==> config.mk <==
export PLATFORM = sky130hd
export DESIGN_NAME = bank_htu_miss_ctrl
export DESIGN_NICKNAME = d
export VERILOG_FILES = /design/src/rtl/bank_htu_miss_ctrl.sv
export SDC_FILE = /design/constraint.sdc
export NUM_CORES = 1
export LEC_CHECK = 0
export CAP_MARGIN = 20
export CELL_PAD_IN_SITES_DETAIL_PLACEMENT = 0
export CELL_PAD_IN_SITES_GLOBAL_PLACEMENT = 1
export CORE_ASPECT_RATIO = 0.5
export CORE_MARGIN = 2
export CORE_UTILIZATION = 35
export DETAILED_ROUTE_END_ITERATION = 8
export PLACE_DENSITY = 0.89
export SLEW_MARGIN = 10
export SYNTH_ARGS = -nofsm -noshare
export SYNTH_HDL_FRONTEND = slang
export SYNTH_SLANG_ARGS = --single-unit
==> constraint.sdc <==
create_clock -name clk_i -period 2 [get_ports clk_i]
set_clock_uncertainty 0.1 [all_clocks]
set_input_delay 0.2 -clock clk_i [delete_from_list [all_inputs] [get_ports clk_i]]
set_output_delay 0.2 -clock clk_i [all_outputs]
set_load 0.03 [all_outputs]
==> src/rtl/bank_htu_miss_ctrl.sv <==
// Purpose : sequences the memory traffic implied by one HTU lookup result
//           (dirty-victim writeback, sub-block refill, flush writeback) and
//           keeps saturating read/write hit and miss counters.
// Latency : a request without traffic completes one cycle after accept;
//           each memory step adds handshake plus response wait.
// Backpr. : htu_rdy is high only in IDLE; the memory request holds a stable
//           payload until mem_req_rdy_i.
// Ports   : htu_* capture one lookup result; mem_req_* issue one request at
//           a time; mem_rsp_vld_i completes it; done_* pulse at completion;
//           hit_cnt_o/miss_cnt_o are performance counters.
module bank_htu_miss_ctrl #(
    parameter int SET_W = 4,
    parameter int CNT_W = 16
) (
    input  logic             clk_i,
    input  logic             rst_i,
    input  logic             htu_vld_i,
    output logic             htu_rdy_o,
    input  logic             op_is_read_i,
    input  logic             op_is_write_i,
    input  logic             op_is_flush_i,
    input  logic             op_is_invalidate_i,
    input  logic             cacheline_hit_i,
    input  logic [2:0]       access_way_i,
    input  logic             access_offset_i,
    input  logic [1:0]       offset0_state_i,
    input  logic [1:0]       offset1_state_i,
    input  logic [21:0]      access_tag_i,
    input  logic [21:0]      victim_tag_i,
    input  logic [SET_W-1:0] set_idx_i,
    output logic             mem_req_vld_o,
    input  logic             mem_req_rdy_i,
    output logic             mem_req_is_wb_o,
    output logic [21:0]      mem_req_tag_o,
    output logic [SET_W-1:0] mem_req_set_o,
    output logic [2:0]       mem_req_way_o,
    output logic             mem_req_offset_o,
    input  logic             mem_rsp_vld_i,
    output logic             done_vld_o,
    output logic [2:0]       done_way_o,
    output logic             done_refill_o,
    output logic [CNT_W-1:0] hit_cnt_o,
    output logic [CNT_W-1:0] miss_cnt_o
);

    typedef enum logic [2:0] {
        S_IDLE,
        S_WB0,
        S_WB0_WAIT,
        S_WB1,
        S_WB1_WAIT,
        S_REFILL,
        S_REFILL_WAIT,
        S_DONE
    } state_t;

    localparam logic [1:0] ST_CLEAN = 2'b01;
    localparam logic [1:0] ST_DIRTY = 2'b10;

    state_t           state_q, state_d;
    logic             accept;

    // Plan of the incoming result; registered at accept so the sequence only
    // ever depends on captured fields.
    logic             in_rw;
    logic [1:0]       in_acc_state;
    logic             in_acc_valid;
    logic             in_wb0, in_wb1, in_refill;

    logic             wb0_q, wb1_q, refill_q;
    logic [2:0]       way_q;
    logic             offset_q;
    logic [21:0]      acc_tag_q;
    logic [21:0]      wb_tag_q;
    logic [SET_W-1:0] set_q;
    logic [CNT_W-1:0] hit_cnt_q, miss_cnt_q;

    // Invalidate needs no traffic; it is covered by the default (empty) plan.
    logic             unused_invalidate;
    assign unused_invalidate = op_is_invalidate_i;

    assign accept = htu_vld_i && (state_q == S_IDLE);

    always_comb begin
        in_rw        = op_is_read_i | op_is_write_i;
        in_acc_state = access_offset_i ? offset1_state_i : offset0_state_i;
        // 11 is not a legal state and counts as INVALID
        in_acc_valid = (in_acc_state == ST_CLEAN) || (in_acc_state == ST_DIRTY);
        in_wb0       = 1'b0;
        in_wb1       = 1'b0;
        in_refill    = 1'b0;
        if (in_rw) begin
            if (cacheline_hit_i) begin
                in_refill = !in_acc_valid;
            end else begin
                in_wb0    = (offset0_state_i == ST_DIRTY);
                in_wb1    = (offset1_state_i == ST_DIRTY);
                in_refill = 1'b1;
            end
        end else if (op_is_flush_i && cacheline_hit_i) begin
            in_wb0 = (offset0_state_i == ST_DIRTY);
            in_wb1 = (offset1_state_i == ST_DIRTY);
        end
    end

    always_ff @(posedge clk_i) begin
        if (rst_i) begin
            state_q    <= S_IDLE;
            wb0_q      <= 1'b0;
            wb1_q      <= 1'b0;
            refill_q   <= 1'b0;
            way_q      <= '0;
            offset_q   <= 1'b0;
            acc_tag_q  <= '0;
            wb_tag_q   <= '0;
            set_q      <= '0;
            hit_cnt_q  <= '0;
            miss_cnt_q <= '0;
        end else begin
            state_q <= state_d;
            if (accept) begin
                wb0_q     <= in_wb0;
                wb1_q     <= in_wb1;
                refill_q  <= in_refill;
                way_q     <= access_way_i;
                offset_q  <= access_offset_i;
                acc_tag_q <= access_tag_i;
                // A flush writes back the hit line; a miss writes back the victim.
                wb_tag_q  <= cacheline_hit_i ? access_tag_i : victim_tag_i;
                set_q     <= set_idx_i;
                if (in_rw && cacheline_hit_i && (hit_cnt_q != '1)) begin
                    hit_cnt_q <= hit_cnt_q + CNT_W'(1);
                end
                if (in_rw && !cacheline_hit_i && (miss_cnt_q != '1)) begin
                    miss_cnt_q <= miss_cnt_q + CNT_W'(1);
                end
            end
        end
    end

    always_comb begin
        state_d = state_q;
        case (state_q)
            S_IDLE: begin
                if (accept) begin
                    if (in_wb0)         state_d = S_WB0;
                    else if (in_wb1)    state_d = S_WB1;
                    else if (in_refill) state_d = S_REFILL;
                    else                state_d = S_DONE;
                end
            end
            S_WB0:      if (mem_req_rdy_i) state_d = S_WB0_WAIT;
            S_WB0_WAIT: begin
                if (mem_rsp_vld_i) begin
                    if (wb1_q)         state_d = S_WB1;
                    else if (refill_q) state_d = S_REFILL;
                    else               state_d = S_DONE;
                end
            end
            S_WB1:      if (mem_req_rdy_i) state_d = S_WB1_WAIT;
            S_WB1_WAIT: begin
                if (mem_rsp_vld_i) state_d = refill_q ? S_REFILL : S_DONE;
            end
            S_REFILL:      if (mem_req_rdy_i) state_d = S_REFILL_WAIT;
            S_REFILL_WAIT: if (mem_rsp_vld_i) state_d = S_DONE;
            S_DONE:        state_d = S_IDLE;
            default:       state_d = S_IDLE;
        endcase
    end

    // Outputs are zeroed outside their valid window so idle payload is quiet.
    always_comb begin
        htu_rdy_o        = (state_q == S_IDLE);
        mem_req_vld_o    = (state_q == S_WB0) || (state_q == S_WB1) ||
                           (state_q == S_REFILL);
        mem_req_is_wb_o  = (state_q == S_WB0) || (state_q == S_WB1);
        mem_req_tag_o    = '0;
        mem_req_set_o    = '0;
        mem_req_way_o    = '0;
        mem_req_offset_o = 1'b0;
        if (mem_req_vld_o) begin
            mem_req_tag_o    = (state_q == S_REFILL) ? acc_tag_q : wb_tag_q;
            mem_req_set_o    = set_q;
            mem_req_way_o    = way_q;
            mem_req_offset_o = (state_q == S_REFILL) ? offset_q : (state_q == S_WB1);
        end
        done_vld_o    = (state_q == S_DONE);
        done_way_o    = done_vld_o ? way_q : 3'd0;
        done_refill_o = done_vld_o && refill_q;
        hit_cnt_o     = hit_cnt_q;
        miss_cnt_o    = miss_cnt_q;
    end

endmodule
* Yosys cells after proc, flatten, opt, wreduce, memory -nomap -nowiden
Index checks and enable logic that the tools add are counted.
** Storage, ports and cells
- Flip-flop bits (word level) :: 89
- Bits in latches :: 0
- RAM bits :: 0
- Memory bits (read-only) :: 0
- Bits of input ports :: 66
- Output and inout bits :: 70
- Word-level logic and storage cells :: 79
- Memories kept :: 0
** Cells by class
- $add $sub $neg :: 2
- $mul :: 0
- Div/mod/pow operators :: 0
- Magnitude comparators :: 0
- Eq/ne operators :: 20
- Shifts and indexed selects :: 0
- Multiplexer cells :: 30
- Bitwise gates (word level) :: 1
- Reduce and logical (&&, ||, !) cells :: 16
** Operator list (number)
- $mux 22 :: 3
- $mux 3 :: 12
- $add 16x1->16 const B :: 2
- $ne 16x16->1 const B :: 2
- $pmux 3 s8 :: 1
- $eq 3x3->1 const B :: 4
- $ne 2x2->1 const B :: 6
- $mux 1 :: 10
- $logic_and 1x1->1 :: 7
- $reduce_and 7->1 :: 1
- $eq 2x2->1 const B :: 3
- $eq 3x2->1 const B :: 2
- $mux 2 :: 3
- $mux 4 :: 1
- $reduce_and 2->1 :: 2
- $eq 3x1->1 const B :: 1
- $logic_not 3->1 :: 1
- $logic_or 1x1->1 :: 3
- $eq 2x1->1 const B :: 1
- $logic_not 1->1 :: 2
- $ne 2x1->1 const B :: 1
- $or 1x1->1 :: 1

* Logic depth before layout (Yosys ltp)
- Depth after elaboration :: 11
- Gate-level depth with buffers :: 7
- Mapped depth without buffers :: 5

* Worst setup path after synthesis
No wires, ideal clock.
- Path kind :: reg-to-reg
- From :: reg hit_cnt_q[3], in the netlist hit_cnt_o[3]
- To :: reg hit_cnt_q[11], in the netlist hit_cnt_o[11]
- Arrival time :: 1.792 ns
- Required time :: 1.779 ns
- Path slack :: -0.013 ns
- Cell stages (with the launch flop) :: 6
- Period minus slack after synthesis :: 2.013 ns
- Cells stage by stage :: dfxtp_1 -> and4_1 -> nand3_1 -> clkbuf_1 -> nor4_1 -> mux2_2
** On the way
- Longest elaborated chain between the ends :: 3
- Elaborated cells between the ends (all ways) :: 4
- Classes of those cells :: add/sub: 1; eq/ne: 1; reduce/logical: 2
** RTL lines
- from (decl) :: RTL line 76 : logic [CNT_W-1:0] hit_cnt_q, miss_cnt_q;
- from (signal assigned) :: RTL line 132 : hit_cnt_q <= hit_cnt_q + CNT_W'(1);
- parallel branches: the longest is 3 deep, another holds $add 16x1->16
Several ways; the timed one is not identified.
A chain may end at the register's enable or synchronous reset.

* Final worst setup path
- From :: reg state_q[0]
- To :: reg miss_cnt_q[15], in the netlist miss_cnt_o[15]
** On the way
- Longest elaborated chain between the ends :: 3
** RTL lines
- from (decl) :: RTL line 60 : state_t state_q, state_d;
- from (signal assigned) :: RTL line 120 : state_q <= state_d;
- $logic_not 3->1 :: RTL line 82 : assign accept = htu_vld_i && (state_q == S_IDLE);
- $logic_and 1x1->1 :: RTL line 82
- $reduce_and 2->1 (no source line)
- to (signal assigned) :: RTL line 135 : miss_cnt_q <= miss_cnt_q + CNT_W'(1);
- to (decl) :: RTL line 76
Every way passes these cells.

==> results.yml <==
critical_path:
  worstRegToRegCells: 6
  r2r-start: "state_q[0]"
  rr_endpoint: "miss_cnt_o[15]"
  end_kind: "flip-flop"
  crit_fanout: 6
  required_ns: 2.10
  timing_worst_setup_path_type: "flip-flop to flip-flop"
  cp.arrival_ns: 2.08
  crit_start: "state_q[0]"
  r2r_slack_ns: 0.02
  cp-start-kind: "flip-flop"
  endpoint: "miss_cnt_o[15]"
timing:
  hold_violations: 0
  setup_viol: 0
  fin_tns_setup_ns: 0
  drv_slew: 0
  period_share_pct: 98.80
  worst_slew_pin_slew_ns: 0.6115
  rsz0062_at_grt: "yes"
  timing.hold.ws_ns: 0.2750
  fmax_mhz: 506.1
  min_period_ns: 1.976
  slew_headroom_pct: 59.24
route:
  viasPerCell: 5.120
  drtIter0Drc: 305
  vias: 4654
  wl_per_cell_um: 14.38
  antenna_left: 0
  drt_pre_antenna_iters: 6
  wirelength_mm: 13.07
  drc: 0
grt:
  grt.total_usage_pct: 17.30
  grt_pass1_vias: 4336
  antenna_found_initial: 0
  overflow: 0
  grt_max_degree: 75
  grt_pass1_wl_mm: 20.64
synth:
  synth_seq_area_share_pct: 37.50
  synth-compound-area-share_pct: 17.99
  synth_xor_area_share_pct: 0.3687
  synth_largest_area_cell: "dfxtp_1"
  synth.most_common_cell: "dfxtp_1"
  synth-simple-area-share_pct: 30.31
  netlist_area_mm2: 0.004751
  ys.flop_type: "dfxtp_1"
  synthTopCellsByCount: "dfxtp_1, nand2_1, a21oi_1"
  yosys-top-cells-area: "dfxtp_1, a21oi_1, nand2_1"
  async_reset_ff_share_pct: 0
  ys_ff_latch: 89
  synth.avg_cell_area_um2: 8.121
  yosys_warnings: 0
  syn_nets: 653
  synth.top_cell.area_share_pct: 37.50
  synth_cell_types: 57
  synthMuxAreaShare_pct: 8.375
  syn_inst: 585
  synth_edf_count: 0
  synth_top_family_by_area: "simple AND/OR/NAND/NOR gates"
  synthAdderAreaFrac_pct: 0.5267
finish:
  drive_above_1_share_pct: 17.60
  nFillCells: 1271
  nNetsFinal: 796
  stdcell_area_mm2: 0.006766
  final_util_pct: 50.49
  areaGrowthSynthToFinish_pct: 42.43
  diodes: 0
cts:
  cts_buffers: 9
  clkLatencyLatePin_ns: 0.34
  cts_root_buffer: "clkbuf_16"
  clock_sinks: 89
  cts_buffer_depth: 2
  clk_pin_slew_worst_paths_ns: 0.06
  htreeDepth: 3
  tritoncts: "built"
power_and_ir_drop:
  ir_drop_mv: 0.4202
  power.density_mw_per_mm2: 910.7
  p_sw_share_pct: 34.98
  power_switching_uw: 2156
  intPower_uw: 4007
  p_comb_share_pct: 37.0
  leakagePower_uw: 0.002457
  clkPwrFrac_pct: 26.9
  pwr-share-seq_pct: 36.2
die:
  start_util_pct: 35.45
  fp.dieW_um: 168.8
  io_pins: 136
  die-area_mm2: 0.01458
  die_h_um: 86.38
  std_cell_rows: 30
  coreArea_mm2: 0.01340
place:
  placed_area_mm2: 0.006426
  dp_hpwl_mm: 8.995
  routabilityCongestion: 0.8447
  port_buffers: 134
job:
  cap_violations: 0
worst_hold_path:
  hp-class: "input pin to flip-flop"
  holdPathStages: 2
status:
  status: "completed"
## how the worst min path moves through the flow
stage                      start             end  slack, ns
floorplan           set_idx_i[0]        set_q[0]       0.24
global placement        set_q[1]        set_q[1]       0.34
detailed placement      set_q[3]        set_q[3]       0.34
CTS                        rst_i  miss_cnt_o[13]       0.27
global route               rst_i  miss_cnt_o[13]       0.31
finish                     rst_i    hit_cnt_o[9]       0.27
## per-stage QoR
stage | std cells | setup WS, ns | power [uW]
after floorplan | 585 | 0.003927 | 3751
after global placement | 890 | -0.2058 | 4527
after detailed placement | 890 | -0.2595 | 4561
after CTS | 906 | -0.01180 | 6192
after global routing | 909 | -0.03544 | 6543
final | 909 | 0.02398 | 6163
## sequential cells by signal, summed over array words and instances, names as in the netlist
register and flops:
hit_cnt_o 16, offset_q 1, way_q 3, wb_tag_q 22, acc_tag_q 22, refill_q 1, state_q 3, miss_cnt_o 16
wb1_q 1, set_q 4
## cells in the final DEF (no fill, tap or decap), drive strengths merged, types with 6 or more instances in the layout
master,synthesis,layout
a21oi,75,75
nand4,8,9
clkdlybuf4s50,0,94
mux2,14,14
or4,10,10
a211oi,28,28
dlygate4sd2,0,6
clkbuf,30,27
buf,15,51
nor4,7,7
nand2b,26,26
nand3b,23,23
dfxtp,89,89
and3,6,6
nor2b,12,12
inv,8,8
and2,13,13
clkdlybuf4s15,0,13
o31ai,9,9
nor3,7,7
mux2i,24,24
nand3,13,13
nand2,82,82
nor2,43,43
## what timing repair did
action / in CTS / in global routing
setup endpoints to repair: 30 / 65
hold buffers: 0 / 0
setup buffers: 0 / 2
endpoints found under the hold margin: 0 / 0
resized for setup: 54 / 39
pin swaps: 0 / 1
cloned: 0 / 1
## layout make-up
cell class	instances	area, um^2	share of cell area, %
clock buffer	15	287.8	4.253
tap	176	220.2	3.254
inverter	9	33.78	0.4993
multi-input combinational	443	2796	41.33
clock inverter	1	7.507	0.1109
timing repair buffer	176	1630	24.09
sequential	89	1790	26.46
## worst max-delay path: stages, from the launching register on
cell     delay [ns]
dfxtp_4        0.36
nor4b_4        0.40
buf_4          0.23
nand4_2        0.19
buf_4          0.21
o31ai_1        0.27
a21oi_2        0.08
## kinds of logic after synthesis
kind of cell,Yosys count
AOI/OAI and AO/OA,138
xor gates and xnor gates,2
adders and majority gates,2
buffers and inverters,54
DFF,89
muxes,38
and+or+nand+nor,262
## power by group through the flow
| stage | combinational (uW) | sequential (uW) | clock, uW |
|---|---|---|---|
| finish | 2280 | 2230 | 1660 |
| global route | 2500 | 2270 | 1780 |
| CTS | 2270 | 2220 | 1700 |
| detailed placement | 2300 | 2260 | 0 |
| global placement | 2280 | 2250 | 0 |
| floorplan | 1540 | 2210 | 0 |
## per-layer routing
| metal | part of all wire, % | wire length [um] | GRT usage, % |
|---|---|---|---|
| met1 | 46 | 6063 | 22.65 |
| met2 | 49 | 6368 | 29.77 |
| met3 | 3.7 | 480 | 3.562 |
| met4 | 1.2 | 161 | 3.840 |
| met5 | 0 | 0 | 0 |
(Power assumes the default switching activity.)
